==> src/rtl/seq_pattern_gen_if.sv <==
// seq_pattern_gen_if: control inputs and serial outputs of the pattern generator.
interface seq_pattern_gen_if #(parameter int W = 16);
    localparam int LW = $clog2(W);
    logic          start;
    logic          abort;
    logic [W-1:0]  pattern;
    logic [LW-1:0] len;
    logic [3:0]    rep;
    logic          dout;
    logic          dout_vld;
    logic          frame_start;
    logic          busy;
    logic          done;
    modport master (output start, abort, pattern, len, rep,
                    input dout, dout_vld, frame_start, busy, done);
    modport slave  (input start, abort, pattern, len, rep,
                    output dout, dout_vld, frame_start, busy, done);
endinterface

==> src/rtl/seq_pattern_gen.sv <==
// seq_pattern_gen: serialises a captured bit pattern MSB-first, repeated rep+1 times with GAP idle cycles between copies.
module seq_pattern_gen #(
    parameter int   W          = 16,
    parameter int   GAP        = 1,
    parameter logic IDLE_LEVEL = 1'b0
) (
    input logic           clk,
    input logic           rst_n,
    seq_pattern_gen_if.slave bus
);
    localparam int         LW = $clog2(W);
    localparam logic [3:0] GL = 4'(GAP == 0 ? 0 : GAP - 1);

    typedef enum logic [1:0] {S_IDLE, S_SHIFT, S_GAP, S_DONE} state_t;

    state_t        state;
    logic [W-1:0]  sh;
    logic [LW-1:0] sl, idx, len_c;
    logic [3:0]    rc, gc;

    // Lengths beyond the register are clamped so the index never leaves the pattern.
    assign len_c = (32'(bus.len) > W - 1) ? LW'(W - 1) : bus.len;

    always_ff @(posedge clk or negedge rst_n) begin
        if (!rst_n) begin
            state           <= S_IDLE;
            sh              <= '0;
            sl              <= '0;
            idx             <= '0;
            rc              <= '0;
            gc              <= '0;
            bus.dout        <= IDLE_LEVEL;
            bus.dout_vld    <= 1'b0;
            bus.frame_start <= 1'b0;
            bus.busy        <= 1'b0;
            bus.done        <= 1'b0;
        end else if (bus.abort) begin
            state           <= S_IDLE;
            bus.dout        <= IDLE_LEVEL;
            bus.dout_vld    <= 1'b0;
            bus.frame_start <= 1'b0;
            bus.busy        <= 1'b0;
            bus.done        <= 1'b0;
        end else begin
            case (state)
                S_IDLE: if (bus.start) begin
                    state           <= S_SHIFT;
                    sh              <= bus.pattern;
                    sl              <= len_c;
                    idx             <= len_c;
                    rc              <= bus.rep;
                    bus.dout        <= bus.pattern[len_c];
                    bus.dout_vld    <= 1'b1;
                    bus.frame_start <= 1'b1;
                    bus.busy        <= 1'b1;
                end
                S_SHIFT: if (idx != '0) begin
                    idx             <= idx - 1'b1;
                    bus.dout        <= sh[idx - 1'b1];
                    bus.frame_start <= 1'b0;
                end else if (rc == '0) begin
                    state           <= S_DONE;
                    bus.dout        <= IDLE_LEVEL;
                    bus.dout_vld    <= 1'b0;
                    bus.frame_start <= 1'b0;
                    bus.done        <= 1'b1;
                end else begin
                    rc <= rc - 1'b1;
                    // Without a gap the next copy starts on the very next cycle.
                    if (GAP == 0) begin
                        idx             <= sl;
                        bus.dout        <= sh[sl];
                        bus.frame_start <= 1'b1;
                    end else begin
                        state           <= S_GAP;
                        gc              <= GL;
                        bus.dout        <= IDLE_LEVEL;
                        bus.dout_vld    <= 1'b0;
                        bus.frame_start <= 1'b0;
                    end
                end
                S_GAP: if (gc == '0) begin
                    state           <= S_SHIFT;
                    idx             <= sl;
                    bus.dout        <= sh[sl];
                    bus.dout_vld    <= 1'b1;
                    bus.frame_start <= 1'b1;
                end else begin
                    gc <= gc - 1'b1;
                end
                S_DONE: begin
                    state    <= S_IDLE;
                    bus.done <= 1'b0;
                    bus.busy <= 1'b0;
                end
                default: state <= S_IDLE;
            endcase
        end
    end
endmodule

==> src/flat_wrapper.sv <==
// flat-port wrapper written by rule: the top's interface ports become plain ports
module seq_pattern_gen_flat 
#(
    parameter int   W          = 16,
    parameter int   GAP        = 1,
    parameter logic IDLE_LEVEL = 1'b0
)
  (clk, rst_n, bus_start, bus_abort, bus_pattern, bus_len, bus_rep, bus_dout, bus_dout_vld, bus_frame_start, bus_busy, bus_done);
  seq_pattern_gen_if #(.W(W)) bus_i ();
  input logic clk;
  input logic rst_n;
  input wire logic [$bits(bus_i.start)-1:0] bus_start;
  input wire logic [$bits(bus_i.abort)-1:0] bus_abort;
  input wire logic [$bits(bus_i.pattern)-1:0] bus_pattern;
  input wire logic [$bits(bus_i.len)-1:0] bus_len;
  input wire logic [$bits(bus_i.rep)-1:0] bus_rep;
  output wire logic [$bits(bus_i.dout)-1:0] bus_dout;
  output wire logic [$bits(bus_i.dout_vld)-1:0] bus_dout_vld;
  output wire logic [$bits(bus_i.frame_start)-1:0] bus_frame_start;
  output wire logic [$bits(bus_i.busy)-1:0] bus_busy;
  output wire logic [$bits(bus_i.done)-1:0] bus_done;
  assign bus_i.start = bus_start;
  assign bus_i.abort = bus_abort;
  assign bus_i.pattern = bus_pattern;
  assign bus_i.len = bus_len;
  assign bus_i.rep = bus_rep;
  assign bus_dout = bus_i.dout;
  assign bus_dout_vld = bus_i.dout_vld;
  assign bus_frame_start = bus_i.frame_start;
  assign bus_busy = bus_i.busy;
  assign bus_done = bus_i.done;
  seq_pattern_gen #(.W(W), .GAP(GAP), .IDLE_LEVEL(IDLE_LEVEL)) u_core (.clk(clk), .rst_n(rst_n), .bus(bus_i));
endmodule
==> config.mk <==
export PLATFORM = sky130hd
export DESIGN_NAME = seq_pattern_gen_flat
export DESIGN_NICKNAME = d
export VERILOG_FILES = /design/src/rtl/seq_pattern_gen_if.sv /design/src/rtl/seq_pattern_gen.sv /design/src/flat_wrapper.sv
export SDC_FILE = /design/constraint.sdc
export NUM_CORES = 1
export LEC_CHECK = 0
export CORE_MARGIN = 3
export CORE_UTILIZATION = 50
export DETAILED_ROUTE_END_ITERATION = 8
export PLACE_DENSITY = 0.77
export REMOVE_ABC_BUFFERS = 1
export SYNTH_ARGS = -nofsm -noshare
export SYNTH_HDL_FRONTEND = slang
export SYNTH_SLANG_ARGS = --single-unit
==> constraint.sdc <==
create_clock -name clk -period 2 [get_ports clk]
set_input_delay 0.4 -clock clk [delete_from_list [all_inputs] [get_ports clk]]
set_output_delay 0.4 -clock clk [all_outputs]
set_load 0.05 [all_outputs]
# Yosys cells after proc, flatten, opt, wreduce, memory -nomap -nowiden
# Index checks and enable logic that the tools add are counted.
dict set report totals {
  output_inout_bits 5
  in_bits 28
  wordCells 92
  register_bits 39
}
dict set report op_classes {
  n_reduce_logical 19
  order_cmp 3
  eq_ne 13
  n_addsub 3
  n_mux 42
  bitwise_logic 1
}
# op n
set ops {}
lappend ops {{$mux W4} 9}
lappend ops {{$mux W1} 17}
lappend ops {{$pmux W4 S2} 2}
lappend ops {{$lt A4 B5 Y1 const B} 3}
lappend ops {{$reduce_and A5 Y1} 3}
lappend ops {{$bmux W1 S4} 3}
lappend ops {{$pmux W4 S3} 1}
lappend ops {{$reduce_and A3 Y1} 4}
lappend ops {{$sub A4 B1 Y4 const B} 3}
lappend ops {{$pmux W1 S3} 3}
lappend ops {{$reduce_bool A3 Y1} 3}
lappend ops {{$logic_not A4 Y1} 2}
lappend ops {{$mux W2} 4}
lappend ops {{$ne A2 B2 Y1 const B} 4}
lappend ops {{$pmux W2 S4} 1}
lappend ops {{$reduce_bool A4 Y1} 2}
lappend ops {{$ne A3 B2 Y1 const B} 2}
lappend ops {{$ne A3 B3 Y1 const B} 2}
lappend ops {{$eq A2 B2 Y1 const B} 2}
lappend ops {{$ne A2 B1 Y1 const B} 2}
lappend ops {{$pmux W1 S2} 2}
lappend ops {{$reduce_and A4 Y1} 1}
lappend ops {{$reduce_bool A2 Y1} 2}
lappend ops {{$eq A2 B1 Y1 const B} 1}
lappend ops {{3 further kinds} 3}

# Logic depth before layout (Yosys ltp)
dict set report logic_depth {
  depth_word 6
  ltp_mapped 8
  depth_no_buf 7
}

# Worst setup path before layout
# No wires, ideal clock.
dict set report synth_path {
  path_kind {reg-to-reg}
  from {reg u_core.idx[0]}
  to {reg u_core.gc[3]}
  path_buffers 1
  stages_incl_launch_ff 9
  path_slack_ns -0.061
  synth_period_minus_slack_ns 2.061
  arrival_ns 1.983
  setup_time_ns 0.077
  required_ns 1.923
  cell_sequence {dfrtp_1 > buf_2 > inv_1 > ha_1 > or3b_4 > o21ai_2 > nand3b_2 > or4b_1 > a21oi_1}
}
dict set report synth_between {
  elab_chain_cells 3
}
# item line_no
set synth_lines {}
lappend synth_lines {{start, declared} seq_pattern_gen.sv:18} ;# logic [LW-1:0] sl, idx, len_c;
lappend synth_lines {{start signal, assigned} seq_pattern_gen.sv:50} ;# idx <= len_c;
lappend synth_lines {{start signal, assigned} seq_pattern_gen.sv:58} ;# idx <= idx - 1'b1;
lappend synth_lines {{start signal, assigned} seq_pattern_gen.sv:71} ;# idx <= sl;
lappend synth_lines {{$reduce_bool A4 Y1} seq_pattern_gen.sv:57} ;# S_SHIFT: if (idx != '0) begin
lappend synth_lines {{$ne A2 B2 Y1 (no source line)} --}
lappend synth_lines {{$reduce_and A5 Y1 (no source line)} --}
lappend synth_lines {{end signal, assigned} seq_pattern_gen.sv:89} ;# gc <= gc - 1'b1;
lappend synth_lines {{end, declared} seq_pattern_gen.sv:19} ;# logic [3:0] rc, gc;
# No other way between the ends.
# A chain may end at the register's enable or synchronous reset.

# Worst setup path in the final report
dict set report layout_path {
  from {reg u_core.idx[1]}
  to {reg u_core.gc[3]}
}
# The elaborated chain is that of the path after synthesis.

==> results by group <==
Floorplanning
  • Effective utilization at floorplan: 53.61%
  • Die ar.: 5700 um2
  • I/O Pins: 33
  • Core area: 4504 um2
  • Height of the chip: 75.50 um
  • Rows: 24
  • Die width: 75.50 um

Placed design
  • Hpwl dp: 3874 um
  • Post-placement cell area: 2917 um2
  • Buffers on Ports: 32
  • Post-Place Cells: 310
  • Routability cong.: 0.9594

Critical path
  • CP endpoint kind: register
  • Reg2reg setup slack: 40 ps
  • CP required: 2220 ps
  • CP arrival: 2180 ps
  • Setup CP Type: register to register
  • Crit-path max FO: 3
  • R2r endpoint: u_core.gc[3]
  • Reg2Reg Depth: 7
  • Startpoint types: register
  • CP Launch Point: u_core.idx[1]
  • R2r startpoint: u_core.idx[1]

Final layout
  • Most frequent cells in the layout: dfrtp_1 (39), clkdlybuf4s50_1 (31), buf_4 (18)
  • Finished Layout Cells: 318
  • Most common cell after layout, fill and taps aside: dfrtp_1
  • # diodes: 0
  • Final core occ: 68.47%
  • Post-Layout Inst Area: 3084 um2
  • Layout cell share with drive strength beyond 1: 27.07%
  • Area growth from synthesis to layout: 27.72%
  • Nets: 301
  • Fillers: 349

Timing
  • Relative slew margins: 65.50%
  • RSZ-0062 raised after global routing: yes
  • Worst-margin pin slew: 512.8 ps
  • Endpoints failing hold: 0
  • Worst Clk Skew: 6.249 ps
  • FMAX: 511.1 MHz
  • Final setup violation count: 0
  • Fin crit share: 97.83%
  • Max-slew violations: 0
  • Min Tclk post-route: 1957 ps

Global route
  • Largest net degree at the start of global routing: 21
  • First-pass GRT wire length: 8645 um
  • Vias in the first global route: 1,774
  • Initial antenna violation count: 0
  • Gr usage total: 19.77%
  • Total gr overflow: 0

Clock tree
  • Clock latency on the worst-skew pair: 290 ps
  • Clock root buffer: clkbuf_8
  • Total CTS buffers: 5
  • Clock slew at reported path FFs: 80 ps
  • Clk buf depth: 2
  • Clock sinks: 39
  • # H-tree levels: 2
  • Postcts setup bufs: 0
  • CTS tree: built

Synth
  • Post-Syn Instances: 216
  • Synth unique cells: 55
  • Most used flip-flop cell after synthesis: dfrtp_1
  • Sequential area share after synthesis: 40.41%
  • Asr flop ratio synth: 100.0%
  • Mapped cell area: 2415 um2
  • Syn Area/Cell: 11.18 um2
  • EDFF count, synth: 0
  • Yosys reg bits: 39
  • Warning count from the yosys run: 0

Routing
  • DR vias: 1,880
  • # DRC: 0
  • DR WL/cell: 16.62 um
  • Initial DRT Pass Iterations: 5
  • Post-route ant nets: 0
  • First DRT Iteration DRCs: 125
  • Via density: 5.912
  • WL final: 5284 um

Pwr
  • Power density over the cells: 1216 nW/um2
  • Pleak: 1.294 nW
  • Overall Power: 3.751 mW
  • VDD IR max: 0.0006355 V

Run status
  • Run status: finished, final reports clean

Flow run
  • Max_cap viols: 0

Worst hold path
  • HP Class: input port to async pin
-- cells in the mapped netlist (2+ instances only) --
cell | number | area share [%]
mux2_1 | 8 | 3.7
mux2i_1 | 9 | 3.7
mux4_2 | 9 | 8.4
nor2b_1 | 2 | 0.52
nor2_1 | 14 | 2.2
nor3b_1 | 5 | 1.6
o2bb2ai_1 | 2 | 0.73
or3b_4 | 2 | 0.93
inv_1 | 10 | 1.6
o21a_1 | 2 | 0.62
o21ai_1 | 2 | 0.41
o211ai_1 | 4 | 1.2
buf_2 | 3 | 0.62
dfrtp_1 | 39 | 40
o41ai_1 | 3 | 1.1
xor2_1 | 3 | 1.1
nand2b_1 | 2 | 0.52
o21ai_0 | 6 | 1.2
clkbuf_1 | 4 | 0.62
nand2_1 | 14 | 2.2
nor3b_2 | 2 | 1.0
ha_1 | 8 | 4.1
a21oi_1 | 11 | 2.3
nand3_1 | 2 | 0.41
mux2_2 | 15 | 7.0
a211oi_1 | 2 | 0.62
nor3_1 | 4 | 0.83
nor4_1 | 2 | 0.52
-- worst max-delay path: stages (launching register included) --
cell and delay (ps):
dfrtp_1 380, inv_1 100, ha_1 160, or3b_4 400, o21ai_4 170, nand3b_4 90
or4b_4 480, a21oi_2 120
-- per-layer routing --
metal	GRT usage, %	wire length [um]	up-vias
met5	0	0	-
met4	3.495	17	0
met3	3.826	188	3
met2	31.06	2593	44
met1	28.93	2484	940
li1	-	-	893
-- stage by stage --
| step | TNS (ps) | worst slack (ps) | hold slack, ps |
|---|---|---|---|
| after floorplan | -45.94 | -45.94 | 104.4 |
| after CTS | 0 | 9.936 | 66.50 |
| after detailed placement | -40.39 | -40.39 | 390.7 |
| final | 0 | 43.40 | 62.53 |
| after global placement | -37.92 | -37.92 | 383.7 |
| after global routing | -157.6 | -70.36 | 81.48 |
-- registers in the layout, summed over array words and instances (netlist names), 2 cells and up --
name,cells
u_core.gc,4
u_core.idx,4
u_core.rc,4
u_core.sh,16
u_core.sl,4
u_core.state,2
-- power by group --
| group | internal, mW | leakage [nW] | total [mW] | switching [mW] |
|---|---|---|---|---|
| Sequential | 1.06 | 0.478 | 1.33 | 0.268 |
| Combinational | 0.938 | 0.759 | 1.76 | 0.825 |
| Clock | 0.372 | 0.0581 | 0.664 | 0.292 |
| Total | 2.37 | 1.29 | 3.75 | 1.38 |
-- area by class of cell --
class / count / area [um2] / area share [%]
multi-input cells: 156 / 1391 / 45.11
flip-flops and latches: 39 / 975.9 / 31.64
repair buffers: 53 / 501.7 / 16.27
clock buffers: 5 / 68.82 / 2.231
well taps: 52 / 65.06 / 2.110
clock inverters: 3 / 43.79 / 1.420
inverters: 10 / 37.54 / 1.217
-- worst max-delay path by stage --
stage / end / slack, ps / cells after the start
6_report: u_core.gc[3] / 40 / 7
5_1_grt: u_core.bus.dout / -70 / 6
4_1_cts: u_core.gc[3] / 10 / 7
3_5_place_dp: u_core.bus.dout / -40 / 7
3_3_place_gp: u_core.bus.dout / -40 / 7
2_1_floorplan: u_core.gc[3] / -50 / 7
-- repair_timing --
action | 4_1_cts | 5_1_grt
hold buffers | 0 | 0
setup endpoints to repair | 0 | 7
gates resized for setup | 0 | 12
-- cell families (layout without fill, tap and decap cells) --
| logic type | Yosys count | after routing | share of synthesized area (%) |
|---|---|---|---|
| flops | 39 | 39 | 40.41 |
| fa+ha+maj | 8 | 8 | 4.145 |
| xor+xnor | 3 | 3 | 1.088 |
| mux | 41 | 41 | 22.85 |
| buf+inv | 21 | 71 | 4.093 |
| compound gates | 44 | 44 | 13.01 |
| simple gates | 60 | 60 | 14.40 |
(Power assumes the default switching activity.)
